**config.mk**
```make
export PLATFORM = sky130hd
export DESIGN_NAME = pc_context_store
export DESIGN_NICKNAME = d
export VERILOG_FILES = /design/src/rtl/pc_context_store.sv
export SDC_FILE = /design/constraint.sdc
export NUM_CORES = 1
export LEC_CHECK = 0
export ABC_AREA = 1
export CAP_MARGIN = 20
export CORE_MARGIN = 5
export CORE_UTILIZATION = 41
export CTS_CLUSTER_SIZE = 25
export DETAILED_ROUTE_END_ITERATION = 10
export SETUP_SLACK_MARGIN = 0.4
export SLEW_MARGIN = 10
export SYNTH_ARGS = -nofsm -noshare
export SYNTH_HDL_FRONTEND = slang
export SYNTH_SLANG_ARGS = --single-unit
```
**constraint.sdc**
```tcl
create_clock -name clk_write -period 2.2 [get_ports clk_write]
set_clock_uncertainty 0.2 [all_clocks]
set_input_delay 0.33 -clock clk_write [delete_from_list [all_inputs] [get_ports clk_write]]
set_output_delay 0.33 -clock clk_write [all_outputs]
set_load 0.1 [all_outputs]
```
**src/rtl/pc_context_store.sv**
```systemverilog
// Per-process PC context table with a preemption quantum timer.
// Optional PC_CTX_PARITY_EN: one even-parity bit per slot, checked on load.
//
// state | meaning
// IDLE  | no process running; OS owns the PC
// RUN   | process running; instr_tick decrements the quantum
// SAVE  | quantum expired; store PC into cur_id, pulse preempt
// HALT  | process halted; store PC into cur_id, pulse done
module pc_context_store #(
  parameter int DATA_WIDTH    = 32,
  parameter int PID_WIDTH     = 3,
  parameter int QUANTUM_WIDTH = 16
) (
  input  logic                      clk_write,
  input  logic                      rst,
  input  logic                      start,
  input  logic [PID_WIDTH-1:0]      start_id,
  input  logic [QUANTUM_WIDTH-1:0]  quantum_val,
  input  logic                      instr_tick,
  input  logic                      proc_hlt,
  input  logic                      save_req,
  input  logic [PID_WIDTH-1:0]      save_id,
  input  logic [DATA_WIDTH-1:0]     proc_pc_in,
  input  logic                      load_req,
  input  logic [PID_WIDTH-1:0]      load_id,
  output logic [DATA_WIDTH-1:0]     stored_pc,
  output logic                      load_valid,
  output logic                      proc_num,
  output logic [PID_WIDTH-1:0]      cur_id,
  output logic                      preempt,
  output logic                      done,
  output logic [2**PID_WIDTH-1:0]   slot_valid,
  output logic                      parity_err
);
  localparam int DEPTH = 2**PID_WIDTH;

  typedef enum logic [1:0] {IDLE, RUN, SAVE, HALT} state_t;

  state_t                     state_q, state_d;
  logic [QUANTUM_WIDTH-1:0]   cnt_q, cnt_d;
  logic [PID_WIDTH-1:0]       cur_id_q, cur_id_d;
  logic                       proc_num_q, proc_num_d;
  logic [DATA_WIDTH-1:0]      stored_pc_q, stored_pc_d;
  logic                       load_valid_q, load_valid_d;
  logic [DEPTH-1:0]           slot_valid_q, slot_valid_d;
  logic [DATA_WIDTH-1:0]      table_q [DEPTH];
  logic [DATA_WIDTH-1:0]      table_d [DEPTH];
  logic                       fsm_wr;

  // State register and control flops
  always_ff @(posedge clk_write) begin
    if (rst) begin
      state_q      <= IDLE;
      cnt_q        <= '0;
      cur_id_q     <= '0;
      proc_num_q   <= 1'b0;
      stored_pc_q  <= '0;
      load_valid_q <= 1'b0;
      slot_valid_q <= '0;
    end else begin
      state_q      <= state_d;
      cnt_q        <= cnt_d;
      cur_id_q     <= cur_id_d;
      proc_num_q   <= proc_num_d;
      stored_pc_q  <= stored_pc_d;
      load_valid_q <= load_valid_d;
      slot_valid_q <= slot_valid_d;
    end
  end

  // Table contents survive reset; slot_valid gates stale entries.
  always_ff @(posedge clk_write) begin
    table_q <= table_d;
  end

  // Next-state logic
  always_comb begin
    state_d  = state_q;
    cnt_d    = cnt_q;
    cur_id_d = cur_id_q;
    unique case (state_q)
      IDLE: begin
        if (start) begin
          cur_id_d = start_id;
          cnt_d    = quantum_val;
          state_d  = (quantum_val == '0) ? SAVE : RUN;
        end
      end
      RUN: begin
        if (proc_hlt) begin
          state_d = HALT;
        end else if (instr_tick && cnt_q != '0) begin
          cnt_d = cnt_q - 1'b1;
          if (cnt_q == QUANTUM_WIDTH'(1)) state_d = SAVE;
        end
      end
      SAVE:    state_d = IDLE;
      HALT:    state_d = IDLE;
      default: state_d = IDLE;
    endcase
    proc_num_d = (state_d == RUN);
  end

  // Output and table-update logic; the FSM write is applied last so it wins a collision.
  always_comb begin
    fsm_wr       = (state_q == SAVE) || (state_q == HALT);
    table_d      = table_q;
    slot_valid_d = slot_valid_q;
    if (save_req) begin
      table_d[save_id]      = proc_pc_in;
      slot_valid_d[save_id] = 1'b1;
    end
    if (fsm_wr) begin
      table_d[cur_id_q]      = proc_pc_in;
      slot_valid_d[cur_id_q] = 1'b1;
    end
    load_valid_d = load_req;
    stored_pc_d  = stored_pc_q;
    if (load_req) stored_pc_d = slot_valid_d[load_id] ? table_d[load_id] : '0;
  end

  assign preempt    = (state_q == SAVE);
  assign done       = (state_q == HALT);
  assign proc_num   = proc_num_q;
  assign cur_id     = cur_id_q;
  assign stored_pc  = stored_pc_q;
  assign load_valid = load_valid_q;
  assign slot_valid = slot_valid_q;

`ifdef PC_CTX_PARITY_EN
  logic [DEPTH-1:0] par_q, par_d;
  logic             parity_err_q, parity_err_d;

  always_ff @(posedge clk_write) begin
    par_q <= par_d;
    if (rst) parity_err_q <= 1'b0;
    else     parity_err_q <= parity_err_d;
  end

  // Parity follows the same write priority, so bypassed data is always consistent.
  always_comb begin
    par_d = par_q;
    if (save_req) par_d[save_id]  = ^proc_pc_in;
    if (fsm_wr)   par_d[cur_id_q] = ^proc_pc_in;
    parity_err_d = load_req && slot_valid_d[load_id] &&
                   ((^table_d[load_id]) != par_d[load_id]);
  end

  assign parity_err = parity_err_q;
`else
  assign parity_err = 1'b0;
`endif

endmodule

```
==> summary.md <==
| Metric | Value |
|---|---|
| Final Hold Fails | `0` |
| # H-tree levels | `2` |
| Net count after synthesis | `2188` |
| # setup viols final | `0` |
| F_max | `495.9 MHz` |
| Drt first pass iters | `7` |
| Prevailing post-synth register cell | `dfxtp_1` |
| Fill cell count | `3549` |
| # IOs | `112` |
| CTS tree | `built` |
| Post-synthesis sequential element count | `319` |
| Global route overflow | `0` |
| Yosys top cell area share | `41.00%` |
| Nets | `2333` |
| CP arrival | `2260 ps` |
| Routability Congestion | `0.8853` |
| P_leak | `8.331 nW` |
| Startpoint types | `flop` |
| RSZ-0062 raised after global routing | `true` |
| Post-synthesis sequential area ratio | `41.00%` |
| Average wire per standard cell | `20.44 µm` |
| Reg2reg start | `cur_id[2]` |
| Post-Syn Instances | `2121` |
| CTS Root Cell | `clkbuf_16` |
| Layout cell share with drive strength beyond 1 | `16.06%` |
| FF-to-FF setup slack | `180 ps` |
| Crit-path cells | `inv_2 > nor2_4 > nand2_4 > nand4_1 > nand3_1 > nand3_1 > nand2_1 > nor2_4 > buf_4 > buf_12 > nand2_1 > a21oi_2` |
| Fin Setup TNS | `0 ps` |
| Average cell area after synthesis | `7.344 µm²` |
| Total CTS buffers | `37` |
| Area leader, netlist | `dfxtp_1` |
| Final worst slack | `183.6 ps` |
| Post-synth EDFFs | `0` |
| Least-Margin Pin Slew | `626.3 ps` |
| Status | `finished, final reports clean` |
| Layout area overhead | `28.41%` |
| Total GRT Usage | `25.95%` |
| Worst skew pair latency | `520 ps` |
| Place WS | `-375.3 ps` |
| Hold_ws | `162.4 ps` |
| Worst setup startpoint | `cur_id[2]` |
| Mapped Area | `15580 µm²` |
| Row count | `71` |
| R2R depth | `12` |
| Longest Clk Path Bufs | `3` |
| Die X | `204.9 µm` |
| Post-route ant nets | `0` |
| CP endpoint kind | `flop` |
| Initial Util | `41.45%` |
| Post-Synth Simple-Gate Area | `50.16%` |
| Post-synthesis adder-cell area fraction | `0.2410%` |
| Vias in the first global route | `14820` |
| Initial DRC count | `1364` |
| Chip Height | `204.9 µm` |
| Initial antenna violation count | `2` |
| Synth cell count leaders | `nand3_1 (473), nand2_1 (442), dfxtp_1 (319), and2_1 (249), nand3b_1 (249)` |
| Maxcap violations | `0` |
| Num Clock Sinks | `319` |
| Final Cycle Share | `91.65%` |
| Die area | `41990 µm²` |
| CP max-delay cell | `dfxtp_4` |
| Min cycle time layout | `2016 ps` |
| Compound-cell area share of the yosys netlist | `2.828%` |
| I/O Buffers | `110` |
| VDD IR max | `645.3 µV` |
| CP Class | `reg2reg` |
| Crit-path leading delay family | `simple AND/OR/NAND/NOR gates` |
| Largest net degree at the start of global routing | `56` |
| Core area | `37580 µm²` |
| Post-Synth XOR/XNOR Area | `0.05623%` |
| Critical Path Sink | `stored_pc[14]` |
| Overall Power | `17.86 mW` |
| Synth top area cells | `dfxtp_1 (41%), nand3_1 (15%), nand3b_1 (12%)` |
| Hold path depth | `5` |
| Routed vias/inst | `5.592` |
| Count leader, synth | `nand3_1` |
| DRC | `0` |
| Synth unique cells | `30` |
| Mux cell area share after synthesis | `0%` |
| Largest family of logic cells by synthesized area | `simple AND/OR/NAND/NOR gates` |
| Post-Route WL | `57.31 mm` |
| CTS clk-pin slew, worst paths | `60 ps` |
| Post-DP HPWL | `35.72 mm` |
| DR vias | `15680` |
| WP depth | `12` |
| Hold Path Class | `in2reg` |
| Max Transition Viols Final | `0` |
| Hold buffers post-CTS | `0` |
| Async S/R FF share, synth | `0%` |
| CP peak stage delay | `390 ps` |
| Worst path bufs/invs | `3` |
| Synthesis Warnings | `0` |
| CP Data Required Time | `2440 ps` |
| Worst Path Max Fanout | `10` |
| Slew HR | `58.24%` |
| First-pass GRT wire length | `86.06 mm` |
| Critical R2R Capture | `stored_pc[14]` |
| Pwr Density | `893.0 nW/µm²` |
## metrics by stage
step | cell area (µm²) | utilization, % | instances
finish | 20000 | 53.23 | 2804
global route | 20000 | 53.21 | 2802
CTS | 19460 | 51.79 | 2782
detailed placement | 17860 | 47.54 | 2711
global placement | 17860 | 47.54 | 2711
floorplan | 15680 | - | 2121
## kinds of logic (layout without fill, tap and decap cells)
| kind of cell | Yosys count | count (layout) |
|---|---|---|
| and+or+nand+nor | 1491 | 1491 |
| DFF | 319 | 319 |
| buffers and inverters | 220 | 390 |
| AOI/OAI and AO/OA | 86 | 86 |
| adders and majority gates | 3 | 3 |
| other | 1 | 3 |
| xor gates and xnor gates | 1 | 1 |
## tightest hold or removal path: cells and delay by family
kind	cells	cell delay (ps)
AO/OA/AOI/OAI	1	90
buffers and inverters	3	360
AND/OR/NAND/NOR	1	40
## area by class of cell
type,count,area [µm²],area share (%)
Tap cell,511,639.4,3.197
Clock inverter,4,70.07,0.3503
Timing Repair Buffer,247,2615,13.07
Clock buffer,60,1132,5.661
Antenna cell,2,5.005,0.02502
Inverter,79,311.5,1.558
Sequential cell,319,6431,32.15
Multi-Input combinational cell,1582,8797,43.98
## flip-flops by register name, indices dropped and copies added (netlist names)
signal and cells:
table_q 256, stored_pc 32, proc_num 1, cur_id 3
load_valid 1, cnt_q 16, state_q 2, slot_valid 8
## routing by layer
layer,vias up,global-route usage (%),wire (µm)
met5,-,0,0
met4,0,7.560,1657
met3,129,4.733,4529
met2,688,42.25,26010
met1,7478,35.34,25110
li1,7384,-,-
## power by group
group          switching (mW)  total (mW)  internal, mW
clock network            2.43        6.16          3.73
registers               0.303        7.25          6.95
logic                    2.42        4.45          2.03
total                    5.15        17.9          12.7
## what timing repair did
action	in CTS	in global routing
setup endpoints to repair	53	51
buffers inserted	5	14
hold endpoints to repair	0	0
pin swaps	10	18
gates resized for setup	82	100
gates cloned	2	6
## worst min-delay path by stage
stage / startpoint / endpoint
final: rst / cnt_q[0]
after global routing: rst / cnt_q[0]
after CTS: rst / slot_valid[7]
after detailed placement: stored_pc[7] / stored_pc[7]
after global placement: stored_pc[5] / stored_pc[5]
after floorplan: table_q[190] / table_q[190]
## placed cells by master (no fill, tap or decap), types with 8 or more instances in the layout
| master | netlist | layout |
|---|---|---|
| a21oi_1 | 43 | 34 |
| dfxtp_1 | 319 | 297 |
| clkbuf_8 | 0 | 12 |
| a21oi_2 | 0 | 9 |
| inv_1 | 77 | 65 |
| nor2_1 | 54 | 34 |
| buf_4 | 4 | 123 |
| nor2_4 | 2 | 13 |
| nand2_1 | 442 | 410 |
| o21ai_0 | 33 | 24 |
| dfxtp_2 | 0 | 15 |
| nor2_2 | 1 | 10 |
| nand2_2 | 4 | 14 |
| nand4_1 | 8 | 8 |
| inv_2 | 1 | 8 |
| nand3b_1 | 249 | 249 |
| clkbuf_1 | 75 | 11 |
| o21ai_2 | 0 | 12 |
| buf_12 | 0 | 30 |
| nand2_4 | 0 | 17 |
| and2_1 | 249 | 249 |
| nand3_1 | 473 | 467 |
| clkdlybuf4s50_1 | 0 | 56 |
| clkbuf_16 | 0 | 41 |
| buf_6 | 0 | 20 |
Power figures use the tool's default switching activity.
